**src/rtl/uart_cmd_parser.sv**
```systemverilog
// Packet parser: 4-byte header, then payload is echoed, packed into
// 32-bit operand words, or drained. Stalled packets abort on timeout.
module uart_cmd_parser #(
    parameter logic [7:0]  EchoOp        = 8'hEC,
    parameter logic [7:0]  AddOp         = 8'hA1,
    parameter logic [7:0]  MulOp         = 8'hB1,
    parameter logic [7:0]  DivOp         = 8'hB2,
    parameter int unsigned TimeoutCycles = 28000
) (
    input  logic        clk_i,
    input  logic        rst_ni,
    input  logic [7:0]  in_data_i,
    input  logic        in_valid_i,
    output logic        in_ready_o,
    output logic [7:0]  echo_data_o,
    output logic        echo_valid_o,
    input  logic        echo_ready_i,
    output logic [31:0] word_data_o,
    output logic [7:0]  word_op_o,
    output logic        word_last_o,
    output logic        word_valid_o,
    input  logic        word_ready_i,
    output logic        err_o,
    output logic        busy_o
);
    localparam int TW = $clog2(TimeoutCycles);

    typedef enum logic [2:0] {
        S_OP, S_RSV, S_LLO, S_LHI, S_ECHO, S_WORD, S_WOUT, S_DRAIN
    } state_t;

    state_t        state;
    logic [7:0]    opcode;
    logic [7:0]    len_lo;
    logic [15:0]   remaining;
    logic [1:0]    idx;
    logic [TW-1:0] tcnt;
    logic [31:0]   shreg;
    logic          drain_err;

    logic          is_arith;
    logic          timed;
    logic          tmo;
    logic          base_ready;
    logic          take;
    logic [15:0]   len_full;
    logic [15:0]   len_rem;

    assign is_arith = (opcode == AddOp) || (opcode == MulOp) ||
                      (opcode == DivOp);
    assign timed    = (state != S_OP) && (state != S_WOUT);
    assign tmo      = timed && (tcnt == TW'(TimeoutCycles - 1));
    assign len_full = {in_data_i, len_lo};
    assign len_rem  = (len_full < 16'd4) ? 16'd0 : len_full - 16'd4;

    always_comb begin
        base_ready = 1'b1;
        unique case (state)
            S_ECHO:  base_ready = echo_ready_i;
            S_WOUT:  base_ready = 1'b0;
            default: base_ready = 1'b1;
        endcase
    end

    // A timeout owns the cycle: the pending byte is neither consumed nor echoed.
    assign in_ready_o   = base_ready && !tmo;
    assign take         = in_valid_i && in_ready_o;
    assign echo_valid_o = (state == S_ECHO) && in_valid_i && !tmo;
    assign echo_data_o  = (state == S_ECHO) ? in_data_i : 8'h00;
    assign busy_o       = (state != S_OP);
    assign word_data_o  = shreg;
    assign word_op_o    = opcode;

    always_ff @(posedge clk_i or negedge rst_ni) begin
        if (!rst_ni) begin
            state        <= S_OP;
            opcode       <= 8'h00;
            len_lo       <= 8'h00;
            remaining    <= 16'd0;
            idx          <= 2'd0;
            tcnt         <= '0;
            shreg        <= 32'd0;
            drain_err    <= 1'b0;
            word_valid_o <= 1'b0;
            word_last_o  <= 1'b0;
            err_o        <= 1'b0;
        end else begin
            err_o <= 1'b0;
            if (state == S_OP || take) begin
                tcnt <= '0;
            end else if (timed && !in_valid_i) begin
                tcnt <= tcnt + 1'b1;
            end
            if (tmo) begin
                err_o     <= 1'b1;
                state     <= S_OP;
                idx       <= 2'd0;
                tcnt      <= '0;
                drain_err <= 1'b0;
            end else begin
                unique case (state)
                    S_OP: if (take) begin
                        opcode <= in_data_i;
                        state  <= S_RSV;
                    end
                    S_RSV: if (take) state <= S_LLO;
                    S_LLO: if (take) begin
                        len_lo <= in_data_i;
                        state  <= S_LHI;
                    end
                    S_LHI: if (take) begin
                        remaining <= len_rem;
                        idx       <= 2'd0;
                        drain_err <= 1'b0;
                        if (len_rem == 16'd0) begin
                            err_o <= is_arith;
                            state <= S_OP;
                        end else if (opcode == EchoOp) begin
                            state <= S_ECHO;
                        end else if (is_arith) begin
                            state <= S_WORD;
                        end else begin
                            err_o <= 1'b1;
                            state <= S_DRAIN;
                        end
                    end
                    S_ECHO: if (take) begin
                        remaining <= remaining - 16'd1;
                        if (remaining == 16'd1) state <= S_OP;
                    end
                    S_WORD: if (take) begin
                        shreg[{idx, 3'b000} +: 8] <= in_data_i;
                        remaining <= remaining - 16'd1;
                        if (idx == 2'd3) begin
                            state        <= S_WOUT;
                            word_valid_o <= 1'b1;
                            word_last_o  <= (remaining - 16'd1) < 16'd4;
                            idx          <= 2'd0;
                        end else if (remaining == 16'd1) begin
                            err_o <= 1'b1;
                            state <= S_OP;
                            idx   <= 2'd0;
                        end else begin
                            idx <= idx + 2'd1;
                        end
                    end
                    S_WOUT: if (word_ready_i) begin
                        word_valid_o <= 1'b0;
                        word_last_o  <= 1'b0;
                        if (remaining == 16'd0) begin
                            state <= S_OP;
                        end else if (remaining < 16'd4) begin
                            drain_err <= 1'b1;
                            state     <= S_DRAIN;
                        end else begin
                            state <= S_WORD;
                        end
                    end
                    S_DRAIN: if (take) begin
                        remaining <= remaining - 16'd1;
                        if (remaining == 16'd1) begin
                            err_o     <= drain_err;
                            drain_err <= 1'b0;
                            state     <= S_OP;
                        end
                    end
                    default: state <= S_OP;
                endcase
            end
        end
    end
endmodule

```
**config.mk**
```make
export PLATFORM = sky130hd
export DESIGN_NAME = uart_cmd_parser
export DESIGN_NICKNAME = d
export VERILOG_FILES = /design/src/rtl/uart_cmd_parser.sv
export SDC_FILE = /design/constraint.sdc
export NUM_CORES = 1
export LEC_CHECK = 0
export ABC_AREA = 1
export ABC_CLOCK_PERIOD_IN_PS = 5840
export BUFFER_PORTS_ARGS = -buffer_cell sky130_fd_sc_hd__buf_2
export CORE_MARGIN = 5
export CORE_UTILIZATION = 63
export DETAILED_ROUTE_END_ITERATION = 8
export PLACE_DENSITY = 0.86
export SLEW_MARGIN = 20
export SYNTH_ARGS = -nofsm -noshare
export SYNTH_HDL_FRONTEND = slang
export SYNTH_SLANG_ARGS = --single-unit
```
**constraint.sdc**
```tcl
create_clock -name clk_i -period 5.84 [get_ports clk_i]
set_input_delay 0.292 -clock clk_i [delete_from_list [all_inputs] [get_ports clk_i]]
set_output_delay 0.292 -clock clk_i [all_outputs]
set_load 0.01 [all_outputs]
```
==> results.md <==
- Result of the run: complete, no violations
- Number of nets with antenna violations after routing: 0
- Post-CTS Resized: 0
- Die outline height: 101.8 µm
- Clock edge transition at the registers on the reported setup and hold paths: 0.10 ns
- Final global-route overflow total: 0
- Number of hold-repair buffers added at the cts stage: 1
- Per-instance average area after synthesis: 7.110 µm²
- Startpoint type of the worst setup path: flip-flop
- Critical register-to-register path endpoint: remaining[14]
- First DRT Iteration DRCs: 460
- Total cell area at the placement stage: 5693 µm²
- Start of the worst register-to-register path: state[2]
- Total iterations of the first detailed-routing run: 7
- Post-CTS setup buffers: 0
- Worst slack on hold paths: 0.2397 ns
- Final hold violation count: 0
- Pin count of the biggest net entering global routing: 52
- Via count: 5430
- Die area: 10370 µm²
- Number of nets in the synthesized netlist: 770
- Final period utilization: 47.49%
- Utilization after layout: 71.95%
- Final setup vio count: 0
- Sink Count: 88
- Area delta synth->final: 11.31%
- Final Total Pwr: 2.590 mW
- Wire length of the first global-routing pass: 23.93 mm
- Max-cap check violation count: 0
- Area of the mapped netlist: 5311 µm²
- Net count of the finished layout: 834
- FF-to-FF setup slack: 3.07 ns
- Worst-case vdd ir drop: 0.2614 mV
- Wire length per cell: 15.59 µm
- Starting Density: 64.64%
- Class of the worst hold path: in2reg
- Max FO, Critical Path: 17
- Global-route usage over all layers: 28.72%
- DP Wirelength: 10.29 mm
- Detailed Route WL: 14.36 mm
- Fraction of final layout cells with drive strength greater than 1: 12.01%
- Post-layout instance area: 5912 µm²
- Combinational fraction of design power: 44.9%
- Top-level I/O count: 67
- Warnings from Yosys: 0
- Clock tree from TritonCTS: done
- Worst setup skew after layout: 0.01178 ns
- Post-synthesis cell count: 747
- Sequential power share: 37.5%
- Min-Delay Path Depth: 3
- Switching component of the power: 1.204 mW
- Unrepaired setup endpoints after global routing: false
- Nature of the critical path endpoint: flip-flop
- TritonCTS buffer count: 9
- Path type of the worst setup path: reg2reg
- Slew @ Worst Pin: 0.9008 ns
- Arrival time worst endpoint: 3.07 ns
- Leakage dissipation: 3.044 nW
- Clk pwr share: 17.6%
- Min cycle time layout: 2.773 ns
- Setup tns final: 0 ns
- Cells on worst reg2reg path: 6
- Portion of the post-synthesis area used by sequential elements: 41.46%
- Horizontal die dimension: 101.8 µm
- Slew HR: 39.49%
- Highest Clock Rate: 360.6 MHz
- Port Buffer Count: 66
- Antenna cell count: 0
- Beginning of the worst hold path: in_data_i[5]
- Synthesized flop and latch total: 88
- Number of antenna violations at the first check in global routing: 0
- H-Tree Depth: 3
- Core footprint: 8217 µm²
- Number of design rule violations left after detail routing: 0
- Power density normalized to cell area: 438.2 nW/µm²
- Number of cell rows: 33
- Number of library cell types mapped by synthesis: 38
- Number of pins exceeding their max-slew limit in the final report: 0
- Worst skew pair latency: 0.37 ns
- Required @ worst endpoint: 6.13 ns
- CTS root buffer: clkbuf_8
- Number of global-route vias before repair: 5112
- Number of vias per cell after detailed routing: 5.896
- Maximum buffer depth of the clock tree: 2
- Hold Path Sink: word_data_o[21]
- Switching Fraction: 46.47%
- Internal power consumption: 1.387 mW
- Placer Congestion: 1.091
==> state kept, by name (all words and copies together), names as in the netlist <==
register      flops
word_op_o         8
word_data_o      32
err_o             1
word_valid_o      1
word_last_o       1
idx               2
state             3
remaining        16
drain_err         1
len_lo            8
tcnt             15
==> cell usage in the layout (no fill, tap or decap), drive strengths merged, types with 2 or more instances in the layout <==
| master | synthesis | final |
|---|---|---|
| o211ai | 4 | 4 |
| dfrtp | 88 | 88 |
| a211oi | 2 | 2 |
| nand2 | 185 | 185 |
| a21oi | 37 | 37 |
| clkbuf | 6 | 9 |
| clkinvlp | 0 | 2 |
| nor3 | 12 | 12 |
| inv | 85 | 89 |
| ha | 10 | 10 |
| nand3b | 2 | 2 |
| nand4 | 18 | 18 |
| buf | 9 | 67 |
| nand3 | 64 | 64 |
| clkinv | 2 | 2 |
| o31ai | 3 | 3 |
| nor4 | 7 | 7 |
| o21ai | 63 | 63 |
| nor2 | 124 | 124 |
| xor2 | 18 | 18 |
| a31oi | 2 | 2 |
==> per-layer routing <==
layer  GRT usage (%)  part of all wire, %
met5               0                    0
met2           46.38                   47
met3           5.188                  9.2
met1           39.51                   42
met4           9.586                  2.0
==> area by class of cell <==
cell class / count / area [µm²]
multi-input combinational: 557 / 2693
fill: 653 / 2305
sequential: 88 / 2202
timing repair buffer: 68 / 350.3
inverter: 87 / 326.6
tap: 105 / 131.4
clock buffer: 9 / 123.9
clock inverter: 7 / 85.08
==> power groups by stage <==
stage	Clock, mW	Sequential, mW	Combinational [mW]
6_report	0.457	0.971	1.16
5_1_grt	0.489	0.999	1.30
4_1_cts	0.459	0.965	1.14
3_5_place_dp	0	0.973	1.13
3_3_place_gp	0	0.966	1.09
2_1_floorplan	0	0.975	0.792
==> metrics by stage <==
| stage | setup WS, ns | instances |
|---|---|---|
| detailed placement | 3.183 | 904 |
| CTS | 3.150 | 921 |
| finish | 3.067 | 921 |
| global route | 2.798 | 921 |
| global placement | 3.353 | 904 |
| floorplan | 3.857 | 747 |
==> worst max-delay path: stages (launching register included) <==
cell      delay, ns
dfrtp_1        0.51
clkinv_1       0.31
nor2_1         0.67
clkinv_1       0.63
a21oi_1        0.34
o21ai_0        0.14
o21ai_0        0.10
==> Yosys cell counts <==
| library cell | instances | share of area (%) |
|---|---|---|
| clkbuf_1 | 6 | 0.42 |
| nand2_2 | 1 | 0.12 |
| o31ai_1 | 3 | 0.42 |
| a211oi_1 | 1 | 0.14 |
| xor2_1 | 18 | 3.0 |
| a21oi_1 | 37 | 3.5 |
| nand3b_1 | 2 | 0.28 |
| buf_6 | 2 | 0.42 |
| a21o_1 | 1 | 0.14 |
| a31oi_1 | 2 | 0.24 |
| ha_1 | 10 | 2.4 |
| nor2_1 | 119 | 8.4 |
| xnor2_1 | 1 | 0.16 |
| o211ai_1 | 3 | 0.42 |
| nand4_1 | 17 | 2.0 |
| o211ai_2 | 1 | 0.24 |
| nor2_4 | 3 | 0.64 |
| clkinv_1 | 2 | 0.14 |
| nor3_1 | 11 | 1.0 |
| a22o_1 | 1 | 0.16 |
| nor4_1 | 7 | 0.82 |
| a211oi_2 | 1 | 0.24 |
| nand3_1 | 63 | 5.9 |
| nand3_2 | 1 | 0.19 |
| nand2_1 | 183 | 13 |
| nand4_2 | 1 | 0.24 |
| inv_2 | 3 | 0.21 |
| dfrtp_1 | 88 | 41 |
| nor2_2 | 2 | 0.24 |
| nor3b_1 | 1 | 0.14 |
| inv_1 | 82 | 5.8 |
| buf_2 | 3 | 0.28 |
| buf_4 | 4 | 0.57 |
| o41ai_1 | 1 | 0.16 |
| o21ai_0 | 63 | 5.9 |
| nor3_4 | 1 | 0.31 |
| nand2_4 | 1 | 0.21 |
| o22ai_1 | 1 | 0.12 |
==> logic make-up after synthesis <==
family,share of synthesized area (%)
AOI/OAI and AO/OA,11.71
xor gates and xnor gates,3.133
adders and majority gates,2.356
buffers and inverters,7.845
DFF,41.46
and+or+nand+nor,33.50
==> how the worst max path moves through the flow <==
| stage | startpoint | endpoint |
|---|---|---|
| floorplan | len_lo[2] | state[1] |
| global placement | state[2] | remaining[4] |
| detailed placement | state[2] | remaining[4] |
| CTS | state[2] | remaining[4] |
| global route | state[2] | remaining[4] |
| finish | state[2] | remaining[14] |
No activity file was read; power rests on OpenSTA's default activity.
